$ cat src/rtl/button_events.sv
// Classifies a debounced button level into one-clock event pulses (press, release,
// click, long press, auto-repeat). All timing is counted in ticks of the shared sample strobe.
module button_events #(
  parameter int LONG_TICKS   = 50,
  parameter int REPEAT_TICKS = 10,
  parameter int CNT_W        = 8
) (
  input  logic clk,
  input  logic rst,
  input  logic en,
  input  logic btn,
  output logic held,
  output logic press_p,
  output logic release_p,
  output logic click_p,
  output logic long_p,
  output logic repeat_p
);

  typedef enum logic [1:0] {
    IDLE    = 2'd0,
    PRESSED = 2'd1,
    LONG    = 2'd2
  } state_t;

  localparam logic [CNT_W-1:0] LONG_LAST = CNT_W'(LONG_TICKS - 1);
  // Clamped so a disabled repeat (REPEAT_TICKS=0) still yields a legal constant.
  localparam logic [CNT_W-1:0] REP_LAST  = CNT_W'((REPEAT_TICKS > 0) ? REPEAT_TICKS - 1 : 0);

  state_t           state, state_nxt;
  logic [CNT_W-1:0] cnt, cnt_nxt;
  logic             press_nxt, release_nxt, click_nxt, long_nxt, repeat_nxt;

  always_comb begin
    // NOTE: every signal gets a default first so no path leaves one unassigned (no latches).
    state_nxt   = state;
    cnt_nxt     = cnt;
    press_nxt   = 1'b0;
    release_nxt = 1'b0;
    click_nxt   = 1'b0;
    long_nxt    = 1'b0;
    repeat_nxt  = 1'b0;

    if (en) begin
      unique case (state)
        IDLE: begin
          if (btn) begin
            state_nxt = PRESSED;
            cnt_nxt   = '0;
            press_nxt = 1'b1;
          end
        end
        PRESSED: begin
          if (!btn) begin
            state_nxt   = IDLE;
            release_nxt = 1'b1;
            click_nxt   = 1'b1;
          end else if (cnt == LONG_LAST) begin
            state_nxt = LONG;
            cnt_nxt   = '0;
            long_nxt  = 1'b1;
          end else begin
            cnt_nxt = cnt + CNT_W'(1);
          end
        end
        LONG: begin
          if (!btn) begin
            state_nxt   = IDLE;
            release_nxt = 1'b1;
          end else if (REPEAT_TICKS != 0) begin
            if (cnt == REP_LAST) begin
              cnt_nxt    = '0;
              repeat_nxt = 1'b1;
            end else begin
              cnt_nxt = cnt + CNT_W'(1);
            end
          end
        end
        default: begin
          state_nxt = IDLE;
          cnt_nxt   = '0;
        end
      endcase
    end
  end

  always_ff @(posedge clk) begin
    // NOTE: non-blocking assignments so every register samples pre-edge values.
    if (rst) begin
      state     <= IDLE;
      cnt       <= '0;
      held      <= 1'b0;
      press_p   <= 1'b0;
      release_p <= 1'b0;
      click_p   <= 1'b0;
      long_p    <= 1'b0;
      repeat_p  <= 1'b0;
    end else begin
      state     <= state_nxt;
      cnt       <= cnt_nxt;
      held      <= (state_nxt != IDLE);
      press_p   <= press_nxt;
      release_p <= release_nxt;
      click_p   <= click_nxt;
      long_p    <= long_nxt;
      repeat_p  <= repeat_nxt;
    end
  end

endmodule
$ cat config.mk
export PLATFORM = sky130hd
export DESIGN_NAME = button_events
export DESIGN_NICKNAME = d
export VERILOG_FILES = /design/src/rtl/button_events.sv
export SDC_FILE = /design/constraint.sdc
export NUM_CORES = 1
export LEC_CHECK = 0
export ABC_CLOCK_PERIOD_IN_PS = 1900
export CORE_ASPECT_RATIO = 0.9
export CORE_MARGIN = 4
export CORE_UTILIZATION = 54
export DETAILED_ROUTE_END_ITERATION = 12
export GPL_ROUTABILITY_DRIVEN = 0
export GPL_TIMING_DRIVEN = 1
export PLACE_DENSITY = 0.77
export SYNTH_ARGS = -nofsm -noshare
export SYNTH_HDL_FRONTEND = slang
export SYNTH_SLANG_ARGS = --single-unit
$ cat constraint.sdc
create_clock -name clk -period 1.9 [get_ports clk]
set_input_delay 0.19 -clock clk [delete_from_list [all_inputs] [get_ports clk]]
set_output_delay 0.19 -clock clk [all_outputs]
set_load 0.1 [all_outputs]
==> results_dict.tcl, run 1 <==
set metrics [dict create \
    setup_slack_ps 119 \
    drtIter0Drc 25 \
    fillCellCount 146 \
    cp_slowest_stage_delay_ps 440 \
    clkTransAtPathRegs_ps 90 \
    synth_fp_nets 112 \
    dieArea_mm2 0.00251 \
    cp_top_family "simple AND/OR/NAND/NOR gates" \
    pre_cts_ws_ps 146 \
    die-width_um 52.4 \
    crit_fanout 6 \
    crit_type "reg -> reg" \
    hold_slack_ps 546 \
    synth-edff-count 0 \
    seqCellArea_um2 320 \
    multi_input_area_um2 606 \
    insertion_delay_ps 280 \
    overflow 0 \
    fin_crit_ps 1780 \
    routed_via_density 5.94 \
    slew_violations 0 \
    max_freq_mhz 562 \
    syn_inst 102 \
    synthArstFlopShare_pct 0 \
    rsz0062_at_grt "false" \
    finalWirelength_mm 1.96 \
    initial_core_util_pct 56.9 \
    max_slew.worst_pin.slew_ps 420 \
    io_pins 10 \
    cts_tree "yes" \
    relSlewSlack_pct 71.9 \
    area_delta_synth_final_pct 16.6 \
    drive_above_1_share_pct 23.5 \
    fin_nets 126 \
    h-tree-depth 1 \
    wl_per_cell_um 14.1 \
    cts_inserted_buffers 3 \
    root_buffer "clkbuf_4" \
    antenna_left 0 \
    die_h_um 47.9 \
    yosys-top-cells-area "dfxtp_1 (33%), ha_1 (7.8%), nand3b_1 (3.9%)" \
    synth_top_area_share_pct 33.5 \
    synth_top_area_cell "dfxtp_1" \
    critical_path_buf_inv_count 1 \
    postCtsHoldBufs 0 \
    via_count 826 \
    ir_drop_uv 408 \
    outcome "completed" \
    final_util_pct 66.4 \
    finalClockSkew_ps 2.40 \
    grt_max_degree 10 \
    required_ps 2060 \
    dpl.cell_count 135 \
    grt_util_all_layers_pct 17.5 \
    cpMaxStageDelayCell "dfxtp_1" \
    leakage_nw 0.402 \
    worstPathCellList "inv_1, ha_1, nor4bb_4, a21oi_1, nand2_1, o221ai_1" \
    instances_no_fill 139 \
    synth.cell_area_um2 957 \
    grt_antenna_before_repair 0 \
    first_pass_iters 4 \
    setup_viol 0 \
    antenna_cells 0 \
    post-dp-hpwl_mm 1.49 \
    grt_pass1_vias 715 \
    synth_area_per_cell_um2 9.38 \
    maxCapViolCount 0 \
    max-clock-path-buffers 2 \
    drc 0 \
    ys.flop_type "dfxtp_1" \
    p_per_area_mw_per_mm2 587 \
    synth_common_cells "dfxtp_1 (16), inv_1 (7), nand2_1 (7)" \
    min_path_type "reg -> reg" \
    row_count 14 \
    crit_path_start_kind "flip-flop" \
    synth_warnings 0 \
    crit_path_end_kind "flip-flop" \
    grt_pass1_wl_mm 3.19 \
    placed_area_mm2 0.00107 \
    synth-seq-cells 16 \
    fp.coreArea_mm2 0.00168 \
    ys_seq_area_share_pct 33.5 \
    clock-sinks 16 \
    yosysMostFrequentCell "dfxtp_1" \
    fin_crit_sh_pct 93.7 \
    power_mw 0.656 \
    arrival_ps 1940 \
    stdcell_area_mm2 0.00112 \
    finalHoldViolations 0 \
    timing.setup.tns_ps 0 \
    portBuffers 9 \
    synth_cell_types 43 \
]
[layer usage]
metal	share of wire, %	track usage [%]	up-vias
li1	-	-	410
met1	46	22.7	377
met2	44	28.7	37
met3	8.7	7.17	2
met4	0.56	1.53	0
met5	0	0	-
[what timing repair did]
action	CTS	global route
gates resized for setup	0	2
endpoints found under the setup margin	0	5
setup buffers	0	0
[registers in the layout, summed over array words and instances (netlist names)]
name,count
cnt,8
state,2
click_p,1
held,1
long_p,1
press_p,1
release_p,1
repeat_p,1
[final timing paths]
check,startpoint,end,slack [ps],cells after the start
min reg2reg,cnt[1]$_SDFFE_PP0P_,cnt[1]$_SDFFE_PP0P_,550,2
max,state[0]$_SDFF_PP0_,cnt[6]$_SDFFE_PP0P_,120,6
min,cnt[1]$_SDFFE_PP0P_,cnt[1]$_SDFFE_PP0P_,550,2
max reg2reg,state[0]$_SDFF_PP0_,cnt[6]$_SDFFE_PP0P_,120,6
[cells in the final DEF (no fill, tap or decap), types with 3 or more instances in the layout]
master           Yosys  final
nor2_1               3      3
clkbuf_4             0      3
o21ai_0              5      5
ha_1                 6      6
nand3_1              6      6
o221ai_1             4      4
buf_4                0      9
clkdlybuf4s50_1      0      3
nand3b_1             5      5
and3_1               3      3
inv_1                7      7
nand2_1              7      7
dfxtp_1             16     16
[cell type report]
cell class	instances	share of cell area (%)
Timing Repair Buffer	12	8.74
Clock buffer	4	3.25
Sequential cell	16	28.7
Inverter	7	2.35
Multi-Input combinational cell	76	54.3
Tap cell	24	2.69
[worst reg2reg max path, cell delays in order (launching register included)]
cell	delay [ps]
dfxtp_1	440
inv_1	110
ha_1	310
nor4bb_4	340
a21oi_1	140
nand2_1	170
o221ai_1	160
[power by group]
| group | leakage, nW | switching [mW] | internal, mW |
|---|---|---|---|
| Sequential | 0.129 | 0.00336 | 0.340 |
| Combinational | 0.251 | 0.0607 | 0.0334 |
| Clock | 0.0210 | 0.102 | 0.117 |
| Total | 0.402 | 0.166 | 0.490 |
[cells by family (layout without fill, tap and decap cells)]
| logic type | after synthesis | after routing | synth area share [%] |
|---|---|---|---|
| muxes | 1 | 1 | 1.05 |
| adders and majority gates | 6 | 6 | 7.84 |
| AOI/OAI and AO/OA | 24 | 24 | 20.7 |
| DFF | 16 | 16 | 33.5 |
| and+or+nand+nor | 45 | 45 | 32.8 |
| buffers and inverters | 10 | 23 | 4.18 |
Note: power is estimated with default switching activity, not from simulation.
==> run 2: changes to the inputs <==
Settings changed: CORE_UTILIZATION 54 to 57, CTS_BUF_LIST set to sky130_fd_sc_hd__clkbuf_4, GPL_ROUTABILITY_DRIVEN 0 to not set, PLACE_DENSITY 0.77 to 0.8.
==> results_dict.tcl, run 2 (same netlist as run 1, synthesis figures left out) <==
set metrics [dict create \
    fin_crit_sh_pct 93.9 \
    cpMaxStageDelayCell "o21ai_1" \
    drtIter0Drc 30 \
    timing.setup.tns_ps 0 \
    finalWirelength_mm 1.92 \
    grt_util_all_layers_pct 19.5 \
    post-dp-hpwl_mm 1.40 \
    cp_slowest_stage_delay_ps 550 \
    setup_viol 0 \
    clkTransAtPathRegs_ps 80 \
    layout_commonest_cell "dfxtp_1" \
    area_delta_synth_final_pct 13.9 \
    drive_above_1_share_pct 22.1 \
    overflow 0 \
    crit_path_start_kind "flip-flop" \
    grt_antenna_before_repair 0 \
    clock-sinks 16 \
    antenna_left 0 \
    leakage_nw 0.389 \
    critical_path_buf_inv_count 1 \
    row_count 13 \
    layout_common_cells "dfxtp_1 (15), buf_4 (8), inv_1 (7), nand2_1 (7)" \
    portBuffers 9 \
    placed_area_mm2 0.00106 \
    drc 0 \
    reg2reg_depth 6 \
    finalClockSkew_ps 0.866 \
    r2r_slack_ps 120 \
    crit_type "reg -> reg" \
    dpl.cell_count 132 \
    fin_crit_ps 1780 \
    max-clock-path-buffers 2 \
    cts_tree "yes" \
    p_per_area_mw_per_mm2 560 \
    place.gp.congestion 0.835 \
    dieArea_mm2 0.00240 \
    maxCapViolCount 0 \
    required_ps 2100 \
    slew_violations 0 \
    worstPathCellList "inv_1, ha_1, nor3_2, o21ai_1, nand3_1, o311ai_2" \
    max_slew.worst_pin.slew_ps 684 \
    wl_per_cell_um 14.2 \
    grt_pass1_vias 745 \
    routed_via_density 5.86 \
    min_path_type "reg -> reg" \
    largest_reg_flops 8 \
    finalHoldViolations 0 \
    reg2reg_to "cnt[2]$_SDFFE_PP0P_" \
    crit_cells 6 \
    crit_path_end_kind "flip-flop" \
    cts_inserted_buffers 3 \
    outcome "completed" \
    instances_no_fill 135 \
    h-tree-depth 1 \
    relSlewSlack_pct 54.1 \
    rsz0062_at_grt "false" \
    endpoint "cnt[2]$_SDFFE_PP0P_" \
    r2r_start "state[0]$_SDFF_PP0_" \
    antenna_cells 0 \
    postCtsSetupBuffers 0 \
    io_pins 10 \
    stdcell_area_mm2 0.00109 \
    initial_core_util_pct 63.3 \
    ir_drop_uv 388 \
    grt_pass1_wl_mm 3.40 \
    root_buffer "clkbuf_4" \
    insertion_delay_ps 290 \
    crit_fanout 8 \
    first_pass_iters 4 \
    arrival_ps 1990 \
    via_count 791 \
    grt_max_degree 12 \
    cp_top_family "compound AO/OA/AOI/OAI gates" \
    fin_nets 125 \
    startpoint "state[0]$_SDFF_PP0_" \
    reg_top3 "cnt: 8 flops, state: 2 flops" \
    fp.coreArea_mm2 0.00151 \
    die_h_um 46.9 \
    top_register "cnt" \
    max_freq_mhz 560 \
    die-width_um 51.2 \
]
## run 2: worst min-delay path by stage
stage                                   start                   to  slack (ps)  cells after the start
after CTS                 cnt[1]$_SDFFE_PP0P_  cnt[1]$_SDFFE_PP0P_         540                      2
after detailed placement  cnt[1]$_SDFFE_PP0P_  cnt[1]$_SDFFE_PP0P_         540                      2
after global placement    cnt[0]$_SDFFE_PP0P_  cnt[0]$_SDFFE_PP0P_         510                      1
after global routing      cnt[1]$_SDFFE_PP0P_  cnt[1]$_SDFFE_PP0P_         560                      2
after floorplan                            en    long_p$_SDFF_PP0_         360                      1
final                     cnt[1]$_SDFFE_PP0P_  cnt[1]$_SDFFE_PP0P_         550                      2
## run 2: repair_timing
| item | CTS | global route |
|---|---|---|
| gates resized for setup | 0 | 2 |
| hold buffers | 0 | 0 |
| endpoints found under the setup margin | 0 | 8 |
## run 2: where the power goes
| part | total [mW] | internal (mW) | switching [mW] |
|---|---|---|---|
| Sequential | 0.343 | 0.340 | 0.00359 |
| Combinational | 0.0928 | 0.0318 | 0.0609 |
| Clock | 0.174 | 0.0738 | 0.101 |
| Total | 0.611 | 0.445 | 0.165 |
## run 2: stage by stage
stage | utilization (%) | hold WS (ps) | total power [mW] | worst slack, ps
2_1_floorplan | - | 359 | 0.416 | 323
3_3_place_gp | 70.1 | 507 | 0.440 | 181
4_1_cts | 71.6 | 545 | 0.617 | 71.5
6_report | 72.0 | 549 | 0.611 | 115
5_1_grt | 72.0 | 561 | 0.643 | 1.61
3_5_place_dp | 70.1 | 535 | 0.441 | 120
## run 2: area by class of cell
type	instances	area, um2
flip-flops and latches	16	322
repair buffers	11	90.1
inverters	7	26.3
clock buffers	3	22.5
fillers	125	423
well taps	22	27.5
multi-input cells	76	602
## run 2: layer usage
| layer | vias to the layer above | GRT usage, % | wire length [um] |
|---|---|---|---|
| met5 | - | 0 | 0 |
| met4 | 0 | 8.60 | 16 |
| met3 | 2 | 6.67 | 101 |
| met2 | 18 | 28.5 | 854 |
| met1 | 366 | 26.2 | 949 |
| li1 | 405 | - | - |
## run 2: worst min-delay path, delay by kind of cell (launching register included)
kind | cells | cell delay (ps)
flops | 1 | 350
simple gates | 1 | 90
compound gates | 1 | 70
==> run 3: changes to the inputs <==
Settings changed: CORE_UTILIZATION 57 to 50, HOLD_SLACK_MARGIN set to 0.05, PLACE_DENSITY 0.8 to 0.72.
==> results_dict.tcl, run 3 (same netlist as run 1, synthesis figures left out) <==
set metrics [dict create \
    outcome "completed" \
    setup_slack_ps 180 \
    rsz0062_at_grt "false" \
    routed_via_density 6.02 \
    die_h_um 49.5 \
    maxCapViolCount 0 \
    io_pins 10 \
    largest_reg_flops 8 \
    cpMaxStageDelayCell "dfxtp_2" \
    arrival_ps 1920 \
    fp.coreArea_mm2 0.00173 \
    postCtsHoldBufs 0 \
    via_count 837 \
    relSlewSlack_pct 69.3 \
    min_path_type "reg -> reg" \
    slew_violations 0 \
    h-tree-depth 1 \
    timing.setup.tns_ps 0 \
    antenna_cells 0 \
    drc 0 \
    pre_cts_ws_ps 104 \
    initial_core_util_pct 55.2 \
    required_ps 2100 \
    place.gp.congestion 0.837 \
    fillCellCount 157 \
    crit_fanout 7 \
    startpoint "state[0]$_SDFF_PP0_" \
    crit_path_start_kind "flip-flop" \
    multi_input_area_um2 606 \
    cts_tree "yes" \
    combPwrFrac_pct 15.5 \
    insertion_delay_ps 280 \
    cp_top_family "simple AND/OR/NAND/NOR gates" \
    drtIter0Drc 31 \
    crit_type "reg -> reg" \
    row_count 14 \
    r2r_start "state[0]$_SDFF_PP0_" \
    top_register "cnt" \
    worstPathCellList "inv_1, ha_1, nor3_2, o21a_1, nand3_2, o311ai_2" \
    clock-sinks 16 \
    ir_drop_uv 338 \
    wl_per_cell_um 14.5 \
    stdcell_area_mm2 0.00111 \
    max_slew.worst_pin.slew_ps 458 \
    fin_nets 126 \
    max-clock-path-buffers 2 \
    drive_above_1_share_pct 23.5 \
    p_sw_mw 0.167 \
    final_util_pct 63.9 \
    p_int_mw 0.450 \
    setup_viol 0 \
    die-width_um 54.1 \
    layout_common_cells "dfxtp_1 (15), buf_4 (9), inv_1 (7), nand2_1 (7)" \
    overflow 0 \
    post-dp-hpwl_mm 1.48 \
    sw_frac_of_total_pct 27.0 \
    portBuffers 9 \
    grt_max_degree 10 \
    area_delta_synth_final_pct 15.7 \
    fin_crit_ps 1720 \
    root_buffer "clkbuf_4" \
    p_per_area_mw_per_mm2 557 \
    cts-resized-gates 0 \
    leakage_nw 0.396 \
    max_freq_mhz 581 \
    placed_area_mm2 0.00107 \
    cp_slowest_stage_delay_ps 400 \
    finalClockSkew_ps 1.69 \
    layout_commonest_cell "dfxtp_1" \
    min_from "cnt[0]$_SDFFE_PP0P_" \
    dieArea_mm2 0.00268 \
    crit_path_end_kind "flip-flop" \
    grt_pass1_vias 739 \
    first_pass_iters 4 \
    grt_antenna_before_repair 0 \
    grt_pass1_wl_mm 3.39 \
    fin_crit_sh_pct 90.5 \
    antenna_left 0 \
    seqPwrFrac_pct 55.7 \
    reg_top3 "cnt: 8 flops, state: 2 flops" \
    hold_slack_ps 545 \
    grt_util_all_layers_pct 17.0 \
    clkTransAtPathRegs_ps 90 \
    postCtsSetupBuffers 0 \
    finalHoldViolations 0 \
    finalWirelength_mm 2.02 \
    critical_path_buf_inv_count 1 \
    seqCellArea_um2 322 \
    cts_inserted_buffers 3 \
    clockPowerShare_pct 28.7 \
]
==> run 3: cell type report <==
type,instances,share of cell area [%]
Sequential cell,16,29.0
Inverter,7,2.37
Tap cell,24,2.71
Multi-Input combinational cell,76,54.7
Timing Repair Buffer,12,8.81
Clock buffer,3,2.03
Clock inverter,1,0.339
==> run 3: path summary, 6_finish.rpt <==
check / end / slack, ps / cells after the start
max reg2reg: cnt[2]$_SDFFE_PP0P_ / 180 / 6
min reg2reg: cnt[0]$_SDFFE_PP0P_ / 550 / 1
min: cnt[0]$_SDFFE_PP0P_ / 550 / 1
max: cnt[2]$_SDFFE_PP0P_ / 180 / 6
==> run 3: worst register-to-register path, delay by kind of cell (launching register included) <==
kind / cells / cell delay (ps)
AND/OR/NAND/NOR: 2 / 420
adder cells (fa/ha/maj): 1 / 300
buffers and inverters: 1 / 90
flip-flops: 1 / 400
AO/OA/AOI/OAI: 2 / 420
==> run 3: per-layer routing <==
metal	up-vias	part of all wire [%]	global-route usage [%]
met4	0	0.79	4.15
met5	-	0	0
met2	28	43	22.9
li1	413	-	-
met1	394	50	25.0
met3	2	6.8	6.63
==> run 3: power by group through the flow <==
stage	logic, mW	registers, mW	clock network [mW]
2_1_floorplan	0.0441	0.372	0
3_3_place_gp	0.0909	0.350	0
3_5_place_dp	0.0930	0.351	0
4_1_cts	0.0932	0.343	0.186
5_1_grt	0.103	0.344	0.203
6_report	0.0957	0.344	0.177
==> run 3: through the flow <==
step                      power, mW  std cells
after global placement        0.441        135
after floorplan               0.416        102
after CTS                     0.622        139
final                         0.616        139
after detailed placement      0.444        135
after global routing          0.650        139
